File: config.mk
export PLATFORM = sky130hd
export DESIGN_NAME = watchdog_kick_scheduler
export DESIGN_NICKNAME = d
export VERILOG_FILES = /design/src/rtl/watchdog_kick_scheduler.sv
export SDC_FILE = /design/constraint.sdc
export NUM_CORES = 1
export LEC_CHECK = 0
export ABC_AREA = 1
export CORE_UTILIZATION = 55
export CTS_BUF_LIST = sky130_fd_sc_hd__clkbuf_4
export DETAILED_ROUTE_END_ITERATION = 10
export PLACE_DENSITY_LB_ADDON = 0.12
export SYNTH_ARGS = -nofsm -noshare
export SYNTH_HDL_FRONTEND = slang
export SYNTH_SLANG_ARGS = --single-unit
export TNS_END_PERCENT = 1
File: constraint.sdc
create_clock -name clk -period 2 [get_ports clk]
set_clock_uncertainty 0.2 [all_clocks]
set_input_delay 0.4 -clock clk [delete_from_list [all_inputs] [get_ports clk]]
set_output_delay 0.4 -clock clk [all_outputs]
set_load 0.01 [all_outputs]
File: src/rtl/watchdog_kick_scheduler.sv
// Watchdog kick scheduler: collects per-task heartbeats over a window and issues one
// rate-limited kick per window only when every task has checked in. Repeated missed
// windows latch a fault that withholds kicks until supervision is disabled or reset.
module watchdog_kick_scheduler #(
    parameter int unsigned N_TASKS    = 4,
    parameter int unsigned WIN_CYCLES = 100000,
    parameter int unsigned MIN_CYCLES = 1000,
    parameter int unsigned MAX_MISSES = 3,
    parameter int unsigned CNT_W      = 17,
    parameter int unsigned MISS_W     = 2
) (
    input  logic               clk,
    input  logic               reset,
    input  logic               enable,
    input  logic [N_TASKS-1:0] task_hb,
    output logic               kick,
    output logic               fault,
    output logic [N_TASKS-1:0] missing_mask,
    output logic [MISS_W-1:0]  miss_count,
    output logic [1:0]         state
);

    typedef enum logic [1:0] {
        StIdle    = 2'd0,
        StCollect = 2'd1,
        StKick    = 2'd2,
        StHold    = 2'd3
    } state_e;

    state_e             st;
    logic [CNT_W-1:0]   win_cnt;
    logic [N_TASKS-1:0] seen;
    logic [N_TASKS-1:0] seen_next;
    logic [MISS_W-1:0]  miss_inc;
    logic               all_seen;
    logic               kick_ok;
    logic               win_end;

    assign state = st;

    // Window bookkeeping: heartbeats in the current cycle count toward this window.
    always_comb begin
        seen_next = seen | task_hb;
        all_seen  = &seen_next;
        kick_ok   = (win_cnt >= CNT_W'(MIN_CYCLES - 1));
        win_end   = (win_cnt == CNT_W'(WIN_CYCLES - 1));
        miss_inc  = miss_count + 1'b1;
    end

    // Supervision FSM; all outputs are registered so kick has no input-to-output path.
    always_ff @(posedge clk or negedge reset) begin
        if (!reset) begin
            st           <= StIdle;
            kick         <= 1'b0;
            fault        <= 1'b0;
            missing_mask <= '0;
            miss_count   <= '0;
            win_cnt      <= '0;
            seen         <= '0;
        end else begin
            kick <= 1'b0;
            case (st)
                StIdle: begin
                    win_cnt      <= '0;
                    seen         <= '0;
                    miss_count   <= '0;
                    missing_mask <= '0;
                    fault        <= 1'b0;
                    if (enable) begin
                        st <= StCollect;
                    end
                end
                StCollect: begin
                    if (!enable) begin
                        st           <= StIdle;
                        win_cnt      <= '0;
                        seen         <= '0;
                        miss_count   <= '0;
                        missing_mask <= '0;
                        fault        <= 1'b0;
                    end else if (all_seen && kick_ok) begin
                        // Early check-ins wait here until the early-kick guard is met.
                        st   <= StKick;
                        kick <= 1'b1;
                    end else if (win_end) begin
                        missing_mask <= ~seen_next;
                        miss_count   <= miss_inc;
                        seen         <= '0;
                        win_cnt      <= '0;
                        if (miss_inc == MISS_W'(MAX_MISSES)) begin
                            st    <= StHold;
                            fault <= 1'b1;
                        end
                    end else begin
                        seen    <= seen_next;
                        win_cnt <= win_cnt + 1'b1;
                    end
                end
                StKick: begin
                    miss_count   <= '0;
                    missing_mask <= '0;
                    win_cnt      <= '0;
                    if (enable) begin
                        // A heartbeat during the kick cycle belongs to the new window.
                        seen <= task_hb;
                        st   <= StCollect;
                    end else begin
                        seen <= '0;
                        st   <= StIdle;
                    end
                end
                StHold: begin
                    // Frozen diagnostics; only disabling supervision leaves this state.
                    if (!enable) begin
                        st           <= StIdle;
                        fault        <= 1'b0;
                        miss_count   <= '0;
                        missing_mask <= '0;
                    end
                end
                default: st <= StIdle;
            endcase
        end
    end

endmodule

==> results by group, run 1 <==
Outcome
  • Status: complete, no violations

Detailed routing
  • Routed WL: 5120 µm
  • DRC: 0
  • Drt pass-1 iters: 5
  • Avg Vias per Cell: 5.32
  • Vias: 2124
  • DR iter-0 viols: 135
  • DR WL/cell: 12.8 µm
  • Remaining antenna violation count after routing: 0

Setup path
  • CP peak stage delay: 530 ps
  • Sequence of cells on the critical path: buf_4 -> clkdlybuf4s50_1
  • Critical path arrival: 1330 ps
  • Max stage delay cell, worst path: clkdlybuf4s50_1
  • Worst EP required: 1400 ps
  • CP Max Fanout: 4
  • Reg2Reg Depth: 10
  • Startpoint types: flip-flop
  • Critical Path Sink Type: primary output
  • Crit Path Class: flip-flop to primary output

STA
  • Post-layout min period: 1930 ps
  • Slew Limit Fails: 0
  • Final hold viol count: 0
  • RSZ-0062 raised after global routing: yes
  • Setup violators final: 0
  • Crit share post-route: 96.5%
  • Fmax: 0.518 GHz
  • Final setup TNS: 0 ps
  • Slew margin rel.: 72.6%
  • Worst slew pin tran: 410 ps

Floorplan
  • Die area: between 4000 and 5000 µm²
  • Rows: 22
  • Core area: 3720 µm²
  • Die Y: around 65 µm
  • Initial core utilization: approximately three fifths
  • Die Wd: 64.7 µm
  • I/O pins: 17

Synth
  • Register area share after synthesis: 35.9%
  • Async S/R FF share, synth: 100%
  • Mean post-synth cell area: 6.95 µm²
  • Post-synth EDFFs: 0
  • Synth area leader: dfrtp_1
  • Netlist cell types: 26
  • Synth top area cells: dfrtp_1 36%, nand2_1 19%, nor2_1 7.1%
  • YS warnings: 0
  • Share of the synthesized area in the top cell type: between 30 and 40%
  • #FFs+latches synth: 31
  • Mapped Cells: approximately 310
  • Syn Nets: 324
  • Netlist Area Pre-Place: about 2200 µm²
  • Post-synth top flop: dfrtp_1

CTS
  • Reg clk slew, reported paths: approximately 90 ps
  • Clk Latency, worst-skew pair: around 320 ps
  • Clk buf depth: 2
  • Clock Sinks: 31
  • CTS tree: done
  • CTS Hold Bufs: 0
  • Num CTS Buffers: 5
  • H-tree depth: 2
  • Clk root buf: clkbuf_4

Placed design
  • IO buf count: 16
  • Routability cong.: just over 0.9
  • Final HPWL DP: 3700 µm

GRT
  • Total gr overflow: 0
  • Total Routing Usage GR: 26.8%
  • Pin count of the biggest net entering global routing: 38
  • Vias in the first global route: 1958
  • Initial antenna violation count: 0
  • First-pass GRT wire length: 8470 µm

Layout
  • Area growth, synth to finish: 19.1%
  • Util after Layout: 69.2%
  • Fillcell total: 337
  • Reg area: 776 µm²
  • Multi-input logic area: 1230 µm²
  • Layout cells sized above 1: 16.8%
  • Antenna cell count: 0
  • Nets: 363

Hold path
  • Hold Path Class: input pin to asynchronous set/reset pin

Power
  • PwrDens: between 900 and 1000 nW/µm²
  • Leak: 1.31 nW
  • Max VDD drop: 0.662 mV

Job
  • Max Cap Viol: 0
-- cell usage after synthesis, types with 2 or more instances --
library cell and number:
o21ai_1 6, buf_6 2, a21oi_1 3, ha_1 6, nand2_1 108, inv_1 31
nand4_1 22, nor2_4 2, nand3_2 3, or2_2 5, nor2_2 2, nor2_1 41
o21ai_2 9, dfrtp_1 31, inv_2 2, nand3_1 17, buf_2 2, o21ai_0 7
clkbuf_1 2, xor2_1 4
-- power breakdown --
group / switching, mW / internal [mW] / leakage, nW
Sequential: 0.0641 / 0.728 / 0.426
Clock: 0.201 / 0.143 / 0.0307
Combinational: 0.789 / 0.513 / 0.858
Total: 1.05 / 1.38 / 1.31
-- layout by cell type (no fill, tap or decap) --
cell type        instances
ha_1                     5
clkdlybuf4s50_1         15
nand3_1                 17
a21oi_1                  3
nand3_2                  3
or2_2                    4
nor2_4                   2
ha_2                     1
o21ai_1                  6
or2_4                    1
inv_1                   31
clkinv_1                 2
dfrtp_1                 31
o21ai_2                  9
xor2_1                   4
nand2_1                107
nand3_4                  1
o21ai_0                  7
inv_2                    2
nor2_2                   3
nand4_1                 22
nor2_1                  40
clkbuf_4                 6
buf_4                   23
dlygate4sd2_1            1
nand2_8                  2
nand3b_1                 1
nand2_2                  2
-- path summary, 6_finish.rpt --
kind,from,slack (ps),endpoint
setup reg to reg,win_cnt[0],100,win_cnt[6]
hold reg to reg,fault,290,fault
setup / recovery,state[0],70,state[0]
hold / removal,reset,270,win_cnt[13]
max in group asynchronous,reset,1050,win_cnt[1]
min in group clk,fault,290,fault
-- logic make-up after synthesis --
family / synth area share (%)
and+or+nand+nor: 43.0
buffers and inverters: 8.63
DFF: 35.9
AOI/OAI and AO/OA: 7.35
adders and majority gates: 3.47
xor gates and xnor gates: 1.62
-- stage by stage --
step                cells  hold slack [ps]  setup WS (ps)  total power [mW]  area (µm²)
CTS                   395              276           22.5              2.36        2520
detailed placement    387              275           -172              2.02        2470
global placement      387              271           -125              2.00        2470
global route          399              299          -58.1              2.62        2570
finish                399              268           70.7              2.44        2570
floorplan             311            -95.6           3.36              1.65        2160
-- sequential cells by signal (all words and copies together), names as in the netlist --
register / cells
state: 2
seen: 4
miss_count: 2
missing_mask: 4
kick: 1
fault: 1
win_cnt: 17
-- critical path, delay by kind of cell, from the launching register on --
family	cells	cell delay, ps
buffers and inverters	2	650
flip-flops	1	350
-- per-layer routing --
metal  GRT usage, %  wire [µm]  vias to the layer above
met5              0          0                        -
met4           9.72         89                        0
met3           5.99        267                       10
met2           41.1       2350                       70
met1           36.8       2410                      965
li1               -          -                     1079
-- final cells by class --
type                       count  share of cell area (%)
sequential                    31                    30.2
clock inverter                 2                   0.292
clock buffer                   6                    1.75
inverter                      33                    4.82
timing repair buffer          39                    12.9
multi-input combinational    240                    47.8
tap                           48                    2.33
-- what timing repair did --
item / in CTS / in global routing
pin swaps: 0 / 2
gates cloned: 0 / 1
resized for setup: 2 / 3
hold endpoints to repair: 0 / 0
setup endpoints to repair: 7 / 30
setup buffers: 0 / 3
No activity file was read; power rests on OpenSTA's default activity.
==> run 2, diff against run 1 <==
--- a/config.mk
+++ b/config.mk
@@ -6,7 +6,7 @@
 export NUM_CORES = 1
 export LEC_CHECK = 0
 export ABC_AREA = 1
-export CORE_UTILIZATION = 55
+export CORE_UTILIZATION = 60
 export CTS_BUF_LIST = sky130_fd_sc_hd__clkbuf_4
 export DETAILED_ROUTE_END_ITERATION = 10
 export PLACE_DENSITY_LB_ADDON = 0.12
==> constraint.sdc (replaced) <==
create_clock -name clk -period 1.8 [get_ports clk]
set_clock_uncertainty 0.2 [all_clocks]
set_input_delay 0.36 -clock clk [delete_from_list [all_inputs] [get_ports clk]]
set_output_delay 0.36 -clock clk [all_outputs]
set_load 0.01 [all_outputs]
==> run 2 against run 1 <==
Effect of this change: the run now ends with setup timing left; global-route usage is 3.1 points higher; largest power group unchanged; critical path depth increased by 7; count of clock-buffer cells in the layout shrank 1; largest cell class unchanged; via count grew 13%; combinational power increased by 32%; flip-flop and latch count is the same; wire length is 24% higher; sequential share of layout area shrank 3.1 points.
==> results by group, run 2 (same netlist as run 1, synthesis figures left out) <==
STA
  • Slew Limit Fails: 0 (unchanged)
  • Slew margin rel.: 80.6% (was 72.6%)
  • Final setup TNS: -703 ps (was 0 ps)
  • Final hold viol count: 0 (unchanged)
  • Fmax: approximately 0.54 GHz
  • Setup violators final: 23 (was 0)
  • Crit share post-route: 103%
  • Post-layout min period: 1860 ps
  • Worst slew pin tran: 290 ps (was 410 ps)
  • Worst Slack Setup Final: -60.4 ps (was 70.7 ps)
  • Fin Hold WS: 167 ps (was 268 ps)
  • RSZ-0062 raised after global routing: yes (unchanged)

Setup path
  • Sequence of cells on the critical path: buf_4 -> ha_4 -> nor2_4 -> buf_6 -> nand2_1 -> a21oi_1 -> buf_4 -> nand4_1 -> nand2_1 (was buf_4 -> clkdlybuf4s50_1)
  • CP Max Fanout: 12 (was 4)
  • Max stage delay cell, worst path: dfrtp_1 (was clkdlybuf4s50_1)
  • Worst EP required: 1880 ps (was 1400 ps)
  • Reg2Reg Depth: 9 (was 10)
  • Critical Path Sink Type: flip-flop (was primary output)
  • CP peak stage delay: 410 ps (was 530 ps)
  • Stages on worst setup path: 9 (was 2)
  • Crit Path Class: flip-flop to flip-flop (was flip-flop to primary output)
  • Critical path arrival: 1940 ps (was 1330 ps)
  • Startpoint types: flip-flop (unchanged)
  • Critical path's top delay family: buffers and inverters (unchanged)
  • Buffer and inverter count on the worst path: 3 (was 2)

Power
  • Leak: 1.56 nW (was 1.31 nW)
  • PwrDens: 1100 nW/µm² (was 948 nW/µm²)
  • Max VDD drop: 1.50 mV (was 0.662 mV)
  • Pwr Total: 3.14 mW (was 2.44 mW)

Job
  • Max Cap Viol: 0 (unchanged)

Outcome
  • Violated checks: setup timing
  • Status: finished, violations left (was complete, no violations)

Layout
  • Layout cells sized above 1: 26.6% (was 16.8%)
  • Multi-input logic area: 1340 µm² (was 1230 µm²)
  • Antenna cell count: 0 (unchanged)
  • Area growth, synth to finish: 32.7% (was 19.1%)
  • Reg area: 777 µm² (was 776 µm²)
  • Largest regs: win_cnt x17, missing_mask x4, seen x4 (unchanged)
  • Nets: 381 (was 363)
  • Most common cell after layout, fill and taps aside: nand2_1 (unchanged)
  • Max reg flops: 17 (unchanged)
  • Design area: 2870 µm² (was 2570 µm²)
  • Fillcell total: 190 (was 337)
  • Largest Register: win_cnt (unchanged)
  • Commonest cells after routing, fill and taps aside: 102 x nand2_1, 36 x nor2_1, 34 x buf_4 (was 107 x nand2_1, 40 x nor2_1, 31 x inv_1, 31 x dfrtp_1, 23 x buf_4)

Detailed routing
  • DRC: 0 (unchanged)
  • DR WL/cell: 15.3 µm (was 12.8 µm)
  • Remaining antenna violation count after routing: 0 (unchanged)
  • Avg Vias per Cell: 5.79 (was 5.32)
  • DR iter-0 viols: 243 (was 135)
  • Routed WL: 6360 µm (was 5120 µm)
  • Drt pass-1 iters: 6 (was 5)
  • Vias: 2401 (was 2124)

Floorplan
  • Die area: 3850 µm² (was 4180 µm²)
  • Die Wd: 62.0 µm (was 64.7 µm)
  • Die Y: 62.0 µm (was 64.7 µm)
  • Initial core utilization: 63.8% (was 58.1%)
  • I/O pins: 17 (unchanged)
  • Rows: 21 (was 22)
  • Core area: 3390 µm² (was 3720 µm²)

GRT
  • Total gr overflow: 0 (unchanged)
  • Total Routing Usage GR: 29.8% (was 26.8%)
  • Vias in the first global route: 1902 (was 1958)
  • Initial antenna violation count: 0 (unchanged)
  • Pin count of the biggest net entering global routing: 38 (unchanged)
  • First-pass GRT wire length: 8310 µm (was 8470 µm)

Hold path
  • Hold Path Class: input pin to asynchronous set/reset pin (unchanged)

Placed design
  • Post-DP Area: 2610 µm² (was 2470 µm²)
  • Routability cong.: 0.921 (was 0.930)
  • Final HPWL DP: 3890 µm (was 3700 µm)
  • IO buf count: 16 (unchanged)
  • DP Worst Slack: -336 ps (was -172 ps)

CTS
  • Reg clk slew, reported paths: 100 ps (was 90 ps)
  • Clk root buf: clkbuf_4 (unchanged)
  • Clk Latency, worst-skew pair: 340 ps (was 320 ps)
  • H-tree depth: 2 (unchanged)
  • Clk buf depth: 2 (unchanged)
  • CTS tree: done (unchanged)
  • Clock Sinks: 31 (unchanged)
  • Num CTS Buffers: 5 (unchanged)
[run 2: cell count changes in the layout (fill, tap and decap cells not counted), moves of 5 or more]
cell and delta:
clkdlybuf4s50_1 -9, o21ai_1 +7, dlymetal6s2s_1 +5, nand2_1 -5
o21ai_0 -7, buf_6 +5, buf_4 +11
[run 2: power breakdown]
group | total (mW) | internal [mW] | leakage, nW | switching [mW]
clock | 0.543 | 0.286 | 0.0426 | 0.258
combinational | 1.71 | 0.667 | 1.10 | 1.04
sequential | 0.891 | 0.809 | 0.424 | 0.0819
total | 3.14 | 1.76 | 1.56 | 1.38
[run 2: stage by stage]
stage | utilization (%) | std cells
floorplan | - | 311
global placement | 76.9 | 400
detailed placement | 76.9 | 400
CTS | 80.1 | 410
global route | 84.6 | 415
finish | 84.6 | 415
[run 2: final timing paths]
path | startpoint | to | slack (ps)
worst max-delay path | state[1] | win_cnt[15] | -60
worst min-delay path | reset | win_cnt[13] | 170
worst max register to register | state[1] | win_cnt[15] | -60
worst min register to register | fault | fault | 290
max in group asynchronous | reset | win_cnt[12] | 1050
min in group clk | fault | fault | 290
[run 2: layout make-up]
| cell class | count | share of cell area (%) |
|---|---|---|
| sequential | 31 | 27.1 |
| multi-input combinational | 241 | 46.6 |
| clock buffer | 5 | 1.31 |
| tap | 46 | 2.01 |
| clock inverter | 3 | 1.35 |
| inverter | 33 | 4.32 |
| timing repair buffer | 56 | 17.4 |
[run 2: layer usage]
metal | vias up | global-route usage (%) | part of all wire [%]
li1 | 1114 | - | -
met1 | 1120 | 40.5 | 41
met2 | 135 | 46.8 | 47
met3 | 32 | 5.80 | 8.7
met4 | 0 | 11.4 | 3.3
met5 | - | 0 | 0
[run 2: what timing repair did]
item,CTS,global route
pin swaps,2,8
resized for setup,12,31
setup buffers,2,3
hold buffers,0,0
gates cloned,0,2
setup endpoints to repair,32,35
